## src/rtl/core_pkg.sv

```systemverilog
// Shared core types and constants used by the instruction prefetch stage.
package core_pkg;

   typedef logic [7:0] byte_t;

   typedef enum logic [1:0] {
      IDLE,
      REQ,
      DISCARD
   } prefetch_state_t;

   localparam logic [31:0] RESET_VECTOR        = 32'hFFFF_FFF0;
   localparam int          DECODE_WINDOW_BYTES = 16;

endpackage

```

## src/rtl/prefetch_queue_if.sv

```systemverilog
// Prefetch-stage signal bundle: core bus read channel, flush request and decode window.
interface prefetch_queue_if;
   import core_pkg::*;

   logic                                 flush;
   logic [31:0]                          flush_address;
   logic                                 bus_vaild;
   logic                                 bus_ready;
   logic [31:0]                          bus_address;
   logic [31:0]                          bus_data;
   byte_t [DECODE_WINDOW_BYTES-1:0]      window;
   logic [4:0]                           window_valid_bytes;
   logic [31:0]                          window_address;
   logic                                 consume_valid;
   logic [4:0]                           consume_count;

   modport master (
      input  flush, flush_address, bus_ready, bus_data, consume_valid, consume_count,
      output bus_vaild, bus_address, window, window_valid_bytes, window_address
   );

   modport slave (
      output flush, flush_address, bus_ready, bus_data, consume_valid, consume_count,
      input  bus_vaild, bus_address, window, window_valid_bytes, window_address
   );

endinterface

```

## src/rtl/prefetch_byte_ring.sv

```systemverilog
// Circular code-byte store: writes bytes skip..3 of a dword at the write index,
// reads a rotated window starting at the read index.
module prefetch_byte_ring
   import core_pkg::*;
#(
   parameter int DEPTH  = 32,
   parameter int WINDOW = DECODE_WINDOW_BYTES,
   localparam int AW    = $clog2(DEPTH)
) (
   input  logic                   clock,
   input  logic                   wr_en,
   input  logic [AW-1:0]          wr_idx,
   input  logic [1:0]             wr_skip,
   input  logic [31:0]            wr_data,
   input  logic [AW-1:0]          rd_idx,
   output byte_t [WINDOW-1:0]     rd_bytes
);

   byte_t mem [DEPTH];

   always_ff @(posedge clock) begin
      if (wr_en) begin
         for (int k = 0; k < 4; k++) begin
            if (k >= int'(wr_skip))
               mem[wr_idx + AW'(k - int'(wr_skip))] <= wr_data[8*k +: 8];
         end
      end
   end

   always_comb begin
      for (int i = 0; i < WINDOW; i++)
         rd_bytes[i] = mem[rd_idx + AW'(i)];
   end

endmodule

```

## src/rtl/prefetch_queue.sv

```systemverilog
// Instruction prefetch queue: fetches aligned code dwords into a byte ring and
// presents a window of queued bytes to decode.
//
//   state   | meaning
//   IDLE    | queue lacks room for a dword, no request outstanding
//   REQ     | read request outstanding at bus_address, data is enqueued on ready
//   DISCARD | flushed while a request was pending; finish it and drop the data
module prefetch_queue
   import core_pkg::*;
#(
   parameter int          QUEUE_BYTES   = 32,
   parameter int          WINDOW_BYTES  = DECODE_WINDOW_BYTES,
   parameter logic [31:0] RESET_ADDRESS = RESET_VECTOR
) (
   input logic              clock,
   input logic              reset,
   prefetch_queue_if.master pq
);

   localparam int AW    = $clog2(QUEUE_BYTES);
   localparam int PTR_W = AW + 1;

   prefetch_state_t state;
   logic [PTR_W-1:0] rd_ptr, wr_ptr, count, count_next;
   logic [31:0]      fetch_address, window_address, bus_address, fetch_next;
   logic [1:0]       skip;
   logic             bus_vaild, take, room_next;
   logic [2:0]       enq_n;
   logic [4:0]       wvb, cons;
   byte_t [WINDOW_BYTES-1:0] ring_bytes, win;

   always_comb begin
      wvb        = (count > PTR_W'(WINDOW_BYTES)) ? 5'(WINDOW_BYTES) : count[4:0];
      cons       = '0;
      if (pq.consume_valid)
         cons = (pq.consume_count > wvb) ? wvb : pq.consume_count;
      enq_n      = 3'd4 - {1'b0, skip};
      take       = (state == REQ) && pq.bus_ready && !pq.flush;
      count_next = count + (take ? PTR_W'(enq_n) : '0) - PTR_W'(cons);
      room_next  = count_next <= PTR_W'(QUEUE_BYTES - 4);
      fetch_next = fetch_address + 32'(enq_n);
   end

   always_ff @(posedge clock or negedge reset) begin
      if (!reset) begin
         state          <= IDLE;
         bus_vaild      <= 1'b0;
         bus_address    <= {RESET_ADDRESS[31:2], 2'b00};
         rd_ptr         <= '0;
         wr_ptr         <= '0;
         count          <= '0;
         fetch_address  <= RESET_ADDRESS;
         window_address <= RESET_ADDRESS;
         skip           <= RESET_ADDRESS[1:0];
      end else if (pq.flush) begin
         rd_ptr         <= '0;
         wr_ptr         <= '0;
         count          <= '0;
         fetch_address  <= pq.flush_address;
         window_address <= pq.flush_address;
         skip           <= pq.flush_address[1:0];
         // A request the bus has not yet accepted must still complete at its old address.
         if ((state == REQ || state == DISCARD) && !pq.bus_ready) begin
            state <= DISCARD;
         end else begin
            state       <= REQ;
            bus_vaild   <= 1'b1;
            bus_address <= {pq.flush_address[31:2], 2'b00};
         end
      end else begin
         rd_ptr         <= rd_ptr + PTR_W'(cons);
         window_address <= window_address + 32'(cons);
         count          <= count_next;
         case (state)
            IDLE: begin
               if (room_next) begin
                  state       <= REQ;
                  bus_vaild   <= 1'b1;
                  bus_address <= {fetch_address[31:2], 2'b00};
               end
            end
            REQ: begin
               if (pq.bus_ready) begin
                  wr_ptr        <= wr_ptr + PTR_W'(enq_n);
                  fetch_address <= fetch_next;
                  skip          <= 2'b00;
                  if (room_next) begin
                     bus_address <= {fetch_next[31:2], 2'b00};
                  end else begin
                     state     <= IDLE;
                     bus_vaild <= 1'b0;
                  end
               end
            end
            DISCARD: begin
               if (pq.bus_ready) begin
                  state       <= REQ;
                  bus_address <= {fetch_address[31:2], 2'b00};
               end
            end
            default: begin
               state     <= IDLE;
               bus_vaild <= 1'b0;
            end
         endcase
      end
   end

   prefetch_byte_ring #(
      .DEPTH  (QUEUE_BYTES),
      .WINDOW (WINDOW_BYTES)
   ) u_ring (
      .clock    (clock),
      .wr_en    (take),
      .wr_idx   (wr_ptr[AW-1:0]),
      .wr_skip  (skip),
      .wr_data  (pq.bus_data),
      .rd_idx   (rd_ptr[AW-1:0]),
      .rd_bytes (ring_bytes)
   );

   always_comb begin
      for (int i = 0; i < WINDOW_BYTES; i++)
         win[i] = (5'(i) < wvb) ? ring_bytes[i] : 8'h00;
   end

   assign pq.window             = win;
   assign pq.window_valid_bytes = wvb;
   assign pq.window_address     = window_address;
   assign pq.bus_vaild          = bus_vaild;
   assign pq.bus_address        = bus_address;

   a_consume_legal : assert property (@(posedge clock) disable iff (!reset)
      pq.consume_valid |-> (pq.consume_count <= wvb))
      else $error("consume_count exceeds window_valid_bytes");

endmodule
```

## src/flat_wrapper.sv

```systemverilog
// flat-port wrapper written by rule: the top's interface ports become plain ports
module prefetch_queue_flat import core_pkg::*;
#(
   parameter int          QUEUE_BYTES   = 32,
   parameter int          WINDOW_BYTES  = DECODE_WINDOW_BYTES,
   parameter logic [31:0] RESET_ADDRESS = RESET_VECTOR
)
  (clock, reset, pq_flush, pq_flush_address, pq_bus_ready, pq_bus_data, pq_consume_valid, pq_consume_count, pq_bus_vaild, pq_bus_address, pq_window, pq_window_valid_bytes, pq_window_address);
  prefetch_queue_if pq_i ();
  input logic clock;
  input logic reset;
  input wire logic [$bits(pq_i.flush)-1:0] pq_flush;
  input wire logic [$bits(pq_i.flush_address)-1:0] pq_flush_address;
  input wire logic [$bits(pq_i.bus_ready)-1:0] pq_bus_ready;
  input wire logic [$bits(pq_i.bus_data)-1:0] pq_bus_data;
  input wire logic [$bits(pq_i.consume_valid)-1:0] pq_consume_valid;
  input wire logic [$bits(pq_i.consume_count)-1:0] pq_consume_count;
  output wire logic [$bits(pq_i.bus_vaild)-1:0] pq_bus_vaild;
  output wire logic [$bits(pq_i.bus_address)-1:0] pq_bus_address;
  output wire logic [$bits(pq_i.window)-1:0] pq_window;
  output wire logic [$bits(pq_i.window_valid_bytes)-1:0] pq_window_valid_bytes;
  output wire logic [$bits(pq_i.window_address)-1:0] pq_window_address;
  assign pq_i.flush = pq_flush;
  assign pq_i.flush_address = pq_flush_address;
  assign pq_i.bus_ready = pq_bus_ready;
  assign pq_i.bus_data = pq_bus_data;
  assign pq_i.consume_valid = pq_consume_valid;
  assign pq_i.consume_count = pq_consume_count;
  assign pq_bus_vaild = pq_i.bus_vaild;
  assign pq_bus_address = pq_i.bus_address;
  assign pq_window = pq_i.window;
  assign pq_window_valid_bytes = pq_i.window_valid_bytes;
  assign pq_window_address = pq_i.window_address;
  prefetch_queue #(.QUEUE_BYTES(QUEUE_BYTES), .WINDOW_BYTES(WINDOW_BYTES), .RESET_ADDRESS(RESET_ADDRESS)) u_core (.clock(clock), .reset(reset), .pq(pq_i));
endmodule
```

## config.mk

```make
export PLATFORM = sky130hd
export DESIGN_NAME = prefetch_queue_flat
export DESIGN_NICKNAME = d
export VERILOG_FILES = /design/src/rtl/core_pkg.sv /design/src/rtl/prefetch_queue_if.sv /design/src/rtl/prefetch_byte_ring.sv /design/src/rtl/prefetch_queue.sv /design/src/flat_wrapper.sv
export SDC_FILE = /design/constraint.sdc
export NUM_CORES = 2
export LEC_CHECK = 0
export BUFFER_PORTS_ARGS = -buffer_cell sky130_fd_sc_hd__clkbuf_2
export CORE_AREA = 2 2 300 302
export CTS_CLUSTER_DIAMETER = 60
export DETAILED_ROUTE_END_ITERATION = 6
export DIE_AREA = 0 0 302 304
export HOLD_SLACK_MARGIN = 0.02
export PLACE_DENSITY = 0.6
export SLEW_MARGIN = 15
export SYNTH_ARGS = -nofsm -noshare
export SYNTH_HDL_FRONTEND = slang
export SYNTH_SLANG_ARGS = --single-unit
```

## constraint.sdc

```tcl
create_clock -name clock -period 10.4 [get_ports clock]
set_input_delay 0.52 -clock clock [delete_from_list [all_inputs] [get_ports clock]]
set_output_delay 0.52 -clock clock [all_outputs]
set_load 0.05 [all_outputs]
```

Word-level counts from Yosys, hierarchy flattened

Memory sizes are Yosys's and may differ from the RTL's.
Cells that the tools add are included.

Add/subtract/negate cells: 30
Order comparisons: 22
Equality and inequality tests: 9
Mux-type cells: 63
Reductions and logical operators: 14

Operators by type and width:

| cell                  | number |
|---|---|
| $mux W32              | 10 |
| $mux W8               | 16 |
| $pmux W32 S3          | 1 |
| $add A5 B4 Y5 const B | 8 |
| $lt A4 B5 Y1 const A  | 8 |
| $add A32 B3 Y32       | 1 |
| $add A32 B5 Y32       | 1 |
| $mux W6               | 5 |
| $add A5 B3 Y5 const B | 4 |
| $add A5 B5 Y5         | 4 |
| $lt A3 B5 Y1 const A  | 4 |
| $mux W2               | 9 |
| $mux W1               | 16 |
| $mux W5               | 3 |
| $add A5 B2 Y5 const B | 2 |
| $lt A1 B5 Y1 const A  | 2 |
| $lt A2 B5 Y1 const A  | 2 |
| $ne A3 B3 Y1 const B  | 3 |
| $add A6 B3 Y6         | 1 |
| $add A6 B5 Y6         | 1 |
| $add A6 B6 Y6         | 1 |
| $gt A6 B5 Y1 const B  | 1 |
| $le A6 B5 Y1 const B  | 1 |
| $ne A3 B2 Y1 const B  | 2 |
| 24 further kinds      | 32 |

Register bits after elaboration: 119
Bits in writable memories: 256
Input port bits: 74
Output and inout bits: 198
Word-level logic and storage cells: 148
Memories: 1

Memories:

| memory            | depth | width | rd ports | clocked after Yosys merged registers in | wr ports | RTL line                 | source |
|---|---|---|---|---|---|---|---|
| u_core.u_ring.mem | 32    | 8     | 16       | 0                                       | 4        | prefetch_byte_ring.sv:19 | `byte_t mem [DEPTH];` |

Depth between registers and ports, before layout

Depth in word-level cells: 11
Depth in mapped cells: 22
Depth with buffers taken out: 21

Modules after synthesis

A second synthesis with hierarchy kept.

Cells, all modules: 3910
Area total of the unflattened synthesis: 38179.1 um^2

Modules (own cells, without submodules):

| module             | times used | cells an instance | area an instance (um^2) | sequential area each (um^2) |
|---|---|---|---|---|
| prefetch_byte_ring | 1          | 2983              | 30036.3                 | 7687.4 |
| prefetch_queue     | 1          | 927               | 8142.8                  | 2982.9 |

Worst setup path before layout

No wires, ideal clock.

Path kind: reg2reg
Start point: register u_core.count[5]
End point: register u_core.bus_address[2] (netlist: u_core.pq.bus_address[2])
Setup time: 0.125 ns
Arrival: 5.517 ns
Required time: 10.275 ns
Setup slack: 4.758 ns
Stages on the path, launching flop included: 20
Buffers on the path: 1
Clock period less this slack: 5.642 ns
Path through: dfrtp_1 -> nor2_1 -> inv_2 -> nor2_1 -> ha_1 -> nand4_1 -> mux2i_1 -> a21oi_1 -> mux2i_1 -> nor2b_1 -> fa_1 -> inv_1 -> ha_1 -> a211o_1 -> o21ai_0 -> a21boi_0 -> a211oi_1 -> o221a_2 -> buf_4 -> mux2_2

Cells in the longest elaborated chain, start to end: 9
Elaborated cells on any way between the ends: 11
Those cells by class: add/sub: 2; order compare: 3; eq/ne: 2; mux: 3; reduce/logical: 1

Ends and longest elaborated chain:

| element                       | RTL line             | source |
|---|---|---|
| start, declared               | prefetch_queue.sv:24 | `logic [PTR_W-1:0] rd_ptr, wr_ptr, count, count_next;` |
| start signal, assigned        | prefetch_queue.sv:73 | `count <= count_next;` |
| $gt A6 B5 Y1 *                | prefetch_queue.sv:33 | `wvb = (count > PTR_W'(WINDOW_BYTES)) ? 5'(WINDOW_BYTES) : count[4:0];` |
| $mux W5 *                     | prefetch_queue.sv:33 |  |
| net pq_window_valid_bytes[4]  | flat_wrapper.sv:21   | `output wire logic [$bits(pq_i.window_valid_bytes)-1:0] pq_window_valid_bytes;` |
| $gt A5 B5 Y1                  | prefetch_queue.sv:36 | `cons = (pq.consume_count > wvb) ? wvb : pq.consume_count;` |
| $mux W5 *                     | prefetch_queue.sv:36 |  |
| $mux W5 *                     | prefetch_queue.sv:35 | `if (pq.consume_valid)` |
| $sub A6 B5 Y6 *               | prefetch_queue.sv:39 | `count_next = count + (take ? PTR_W'(enq_n) : '0) - PTR_W'(cons);` |
| $le A6 B5 Y1 *                | prefetch_queue.sv:40 | `room_next = count_next <= PTR_W'(QUEUE_BYTES - 4);` |
| $ne A3 B2 Y1 (no line)        | --                   |  |
| $reduce_and A6 Y1 (no line) * | --                   |  |
| end signal, assigned          | prefetch_queue.sv:48 | `bus_address <= {RESET_ADDRESS[31:2], 2'b00};` |
| end signal, assigned          | prefetch_queue.sv:68 | `bus_address <= {pq.flush_address[31:2], 2'b00};` |
| end signal, assigned          | prefetch_queue.sv:79 | `bus_address <= {fetch_address[31:2], 2'b00};` |
| end, declared                 | prefetch_queue.sv:25 | `logic [31:0] fetch_address, window_address, bus_address, fetch_next;` |

The timed path passes the listed nets; every way through them passes the cells marked *.
A chain may end at the register's enable or synchronous reset.

Final worst setup path

Start point: register u_core.count[5]
End point: register u_core.bus_address[2] (netlist: u_core.pq.bus_address[2])

Cells in the longest elaborated chain, start to end: 9
Elaborated cells on any way between the ends: 11
Those cells by class: add/sub: 2; order compare: 3; eq/ne: 2; mux: 3; reduce/logical: 1

Ends and longest elaborated chain:

| element                       | RTL line |
|---|---|
| $gt A6 B5 Y1                  | prefetch_queue.sv:33 |
| $mux W5                       | prefetch_queue.sv:33 |
| $gt A5 B5 Y1                  | prefetch_queue.sv:36 |
| $mux W5                       | prefetch_queue.sv:36 |
| $mux W5                       | prefetch_queue.sv:35 |
| $sub A6 B5 Y6 *               | prefetch_queue.sv:39 |
| $le A6 B5 Y1 *                | prefetch_queue.sv:40 |
| $ne A3 B2 Y1 (no line)        | -- |
| $reduce_and A6 Y1 (no line) * | -- |

Every way passes the cells marked *; elsewhere a longest branch is shown, timed or not.

==> flow_summary.ini <==
[floorplanning]
fp.coreArea_um2 = 89000
fp-row-count = 110
floorplan.die.width_um = 302
ios = 272
die_h_um = 304
start_util_pct = 41.5
design.die.area_um2 = 91800

[synth]
synth_top_family_by_area = multiplexers
yosysTopAreaCell = sky130_fd_sc_hd__mux4_2
yosys.area_share.xor_xnor_pct = 3.02
synth_enable_flop_cells = 256
yosys_warnings = 0
yosys.cell_count.top_type = sky130_fd_sc_hd__mux2i_1
ys.flop_type = sky130_fd_sc_hd__edfxtp_1
yosys.cell_types.count = 75
yosys-top-cells-area = sky130_fd_sc_hd__mux4_2 (23%), sky130_fd_sc_hd__edfxtp_1 (21%), sky130_fd_sc_hd__mux2i_1 (14%)
synth_simple_gate_area_share_pct = 9.44
syn-cell-area_um2 = 37000
post-synth-top-area-fraction_pct = 23.4
synth_area_in_compound_gates_pct = 13.1
synth_commonest_cells = sky130_fd_sc_hd__mux2i_1 (510), sky130_fd_sc_hd__mux4_2 (384), sky130_fd_sc_hd__edfxtp_1 (256)
synth.ff_latch_count = 371
proportion_of_register_bits_with_asynchronous_set_or_reset_after_synthesis_pct = 31.0
synth-seq-area-share_pct = 28.9
synth_cells = 3348
synth.area.mux_share_pct = 38.1
arithmetic_cell_share_of_the_synthesized_area_counting_full_adders_half_adders_and_majority_gates_pct = 2.44
synth.avg_cell_area_um2 = 11.0

[clock_network]
worst_setup_hold_path_clk_slew_ps = 60
cts.htree.levels = 2
tritoncts_clock_tree = done
ctsLongestPathBuffers = 3
cts_buffers = 43
ctsHoldBuffers = 1
cts.repair.resized = 0
postCtsSetupBuffers = 0
cts_num_sinks = 371
cell_at_the_root_of_the_clock_tree = sky130_fd_sc_hd__clkbuf_16
insertion_delay_ps = 600

[grt]
first_pass_grt_wire_length_um = 234000
number_of_antenna_violations_at_the_first_check_in_global_routing = 5
first_global_vias = 30900
grt_max_degree = 65
global_route.usage.total_pct = 35.6
grt_remaining_overflow = 0

[detailed_routing]
num_vias = 33300
dr.first_iter.drc_count = 5478
routed_wl_um = 167000
detail_route.wirelength.met1_um = 60800
route.detailed.wl_per_inst_um = 36.1
post-route-drc-count = 0
drt_pre_antenna_iters = 6
antenna_left = 0
met3_wirelength_um = 25100
maxUsedRoutingLayer = met5
viasPerCell = 7.19
detailroute.wirelength.met2_um = 68200

[pwr]
p_per_area_nw_per_um2 = 366
leakage_nw = 14.5
peakVddDrop_uv = 592

[run_status]
status = finished, final reports clean

[placed_design]
io_buffer_count = 269
pre_cts_slack_ps = 3440
hpwl_um = 121000
gp_congestion = 1.06

[critical_path]
reg2reg_depth = 18
path_max_fanout = 30
timing.rr.end = u_core.pq.bus_address[2]$_DFFE_PN0P_
rrSetupSlack_ps = 3370
worst_ep_required_time_ps = 10890
critical_path_buf_inv_count = 2
critical_path.cell_chain = nor2_1 > inv_2 > nor2_1 > ha_1 > nand4_1 > mux2i_1 > a21oi_1 > mux2i_1 > nor2b_1 > fa_1 > inv_1 > ha_1 > a211o_1 > o21ai_0 > a21boi_0 > a211oi_1 > o221a_2 > mux2_2
criticalPathCategory = reg -> reg
critPathTopFamily = compound AO/OA/AOI/OAI gates
delay_of_the_slowest_critical_path_stage_ps = 1060
critPathSlowestCell = sky130_fd_sc_hd__o221a_2
arrival_ps = 7520
timing.critical_path.to_type = flop
critical_path.endpoint = u_core.pq.bus_address[2]$_DFFE_PN0P_
levels_on_crit_path = 18
reg2reg_from = u_core.count[5]$_DFF_PN0_
setup.worst_path.start = u_core.count[5]$_DFF_PN0_
critical_path.startpoint_type = flop

[sta]
clock_skew_ps = 18.5
transition_time_at_the_pin_with_the_least_slew_margin_ps = 1240
rsz_0062_raised_after_global_routing = false
fmax_mhz = 142
max-slew-margin-rel_pct = 16.6
timing.setup.tns_ps = 0
post_layout_worst_setup_margin_ps = 3370
report.final.setup_viol = 0
slew_viol_final = 0
post_layout_min_period_ps = 7030
hold_violations = 0
final.period_utilization_pct = 67.6

[layout]
drive_above_1_share_pct = 28.7
area_growth_pct = 10.2
final_nets = 3553
nFillCells = 8189
layout.area.seq_um2 = 10700
area_of_the_multi_input_gates_um2 = 24600

[job]
drv_cap = 0

[hold_path]
hold_path.class = in -> reg
-- per-stage QoR --
stage / hold WS, ps / power [mW] / cells / cell area [um2] / utilization [%]
2_1_floorplan: 224 / 10.0 / 3349 / 37000 / -
3_3_place_gp: 377 / 13.0 / 4543 / 39200 / 44.0
3_5_place_dp: 380 / 13.1 / 4543 / 39200 / 44.0
4_1_cts: 149 / 14.7 / 4623 / 40700 / 45.7
5_1_grt: 175 / 15.3 / 4623 / 40700 / 45.7
6_report: 164 / 14.9 / 4624 / 40700 / 45.7
-- sequential cells by signal, indices dropped and copies added, names as in the netlist --
signal	cells
u_core.pq.window_address	32
u_core.state	2
u_core.count	6
u_core.pq.bus_vaild	1
u_core.rd_ptr	5
u_core.skip	2
u_core.wr_ptr	5
u_core.pq.bus_address	30
u_core.u_ring.mem	256
u_core.fetch_address	32
-- kinds of logic (layout without fill, tap and decap cells) --
kind of cell / after synthesis / in the layout
buffers and inverters: 450 / 548
XOR/XNOR: 125 / 125
AO/OA/AOI/OAI: 711 / 711
multiplexers: 922 / 922
AND/OR/NAND/NOR: 702 / 702
other: 1 / 3
flip-flops: 371 / 371
adder cells (fa/ha/maj): 66 / 66
-- where the power goes --
| part | switching, mW | internal [mW] | total [mW] |
|---|---|---|---|
| clock | 0.676 | 0.947 | 1.62 |
| combinational | 7.46 | 3.78 | 11.2 |
| sequential | 0.225 | 1.83 | 2.06 |
-- worst min-delay path by stage --
stage,start,endpoint,cells after the start
6_report,pq_flush_address[27],u_core.pq.window_address[27]$_DFF_PN1_,3
3_3_place_gp,reset,u_core.count[4]$_DFF_PN0_,1
4_1_cts,pq_flush_address[27],u_core.pq.window_address[27]$_DFF_PN1_,3
3_5_place_dp,reset,u_core.count[4]$_DFF_PN0_,1
5_1_grt,pq_flush_address[27],u_core.pq.window_address[27]$_DFF_PN1_,3
2_1_floorplan,reset,u_core.count[0]$_DFF_PN0_,0
-- worst reg2reg max path: cells and delay by family, from the launching register on --
family          cells  cell delay, ps
buf+inv             2             310
fa+ha+maj           3            1040
mux                 3             730
compound gates      6            2840
flops               1             400
simple gates        4            1600
-- cells in the final DEF, fill, tap and decap left out, types with 33 or more instances in the layout --
| master | n |
|---|---|
| sky130_fd_sc_hd__a21boi_0 | 34 |
| sky130_fd_sc_hd__a21oi_1 | 201 |
| sky130_fd_sc_hd__a221oi_1 | 58 |
| sky130_fd_sc_hd__and3_1 | 40 |
| sky130_fd_sc_hd__buf_4 | 106 |
| sky130_fd_sc_hd__clkbuf_16 | 46 |
| sky130_fd_sc_hd__clkbuf_2 | 267 |
| sky130_fd_sc_hd__dfstp_2 | 84 |
| sky130_fd_sc_hd__edfxtp_1 | 256 |
| sky130_fd_sc_hd__ha_1 | 54 |
| sky130_fd_sc_hd__inv_1 | 93 |
| sky130_fd_sc_hd__mux2i_1 | 510 |
| sky130_fd_sc_hd__mux4_2 | 384 |
| sky130_fd_sc_hd__nand2_1 | 103 |
| sky130_fd_sc_hd__nand2b_1 | 33 |
| sky130_fd_sc_hd__nand3_1 | 92 |
| sky130_fd_sc_hd__nor2_1 | 236 |
| sky130_fd_sc_hd__nor3_1 | 40 |
| sky130_fd_sc_hd__nor4_1 | 42 |
| sky130_fd_sc_hd__o21ai_0 | 56 |
| sky130_fd_sc_hd__o22ai_1 | 99 |
| sky130_fd_sc_hd__o32ai_1 | 62 |
| sky130_fd_sc_hd__xnor2_1 | 63 |
| sky130_fd_sc_hd__xor2_1 | 47 |
-- layer usage --
layer  vias to the layer above  track usage [%]
li1                      13500                -
met1                     16600             47.0
met5                         -                0
met4                         8             21.1
met3                       514             12.7
met2                      2617             49.9
-- layout make-up --
type	count	share of cell area [%]
antenna	1	0.00614
tap	1176	3.61
inverter	95	0.875
sequential	371	26.2
clock buffer	57	3.05
multi-input combinational	2528	60.4
timing repair buffer	374	5.26
clock inverter	22	0.599
(Power assumes the default switching activity.)
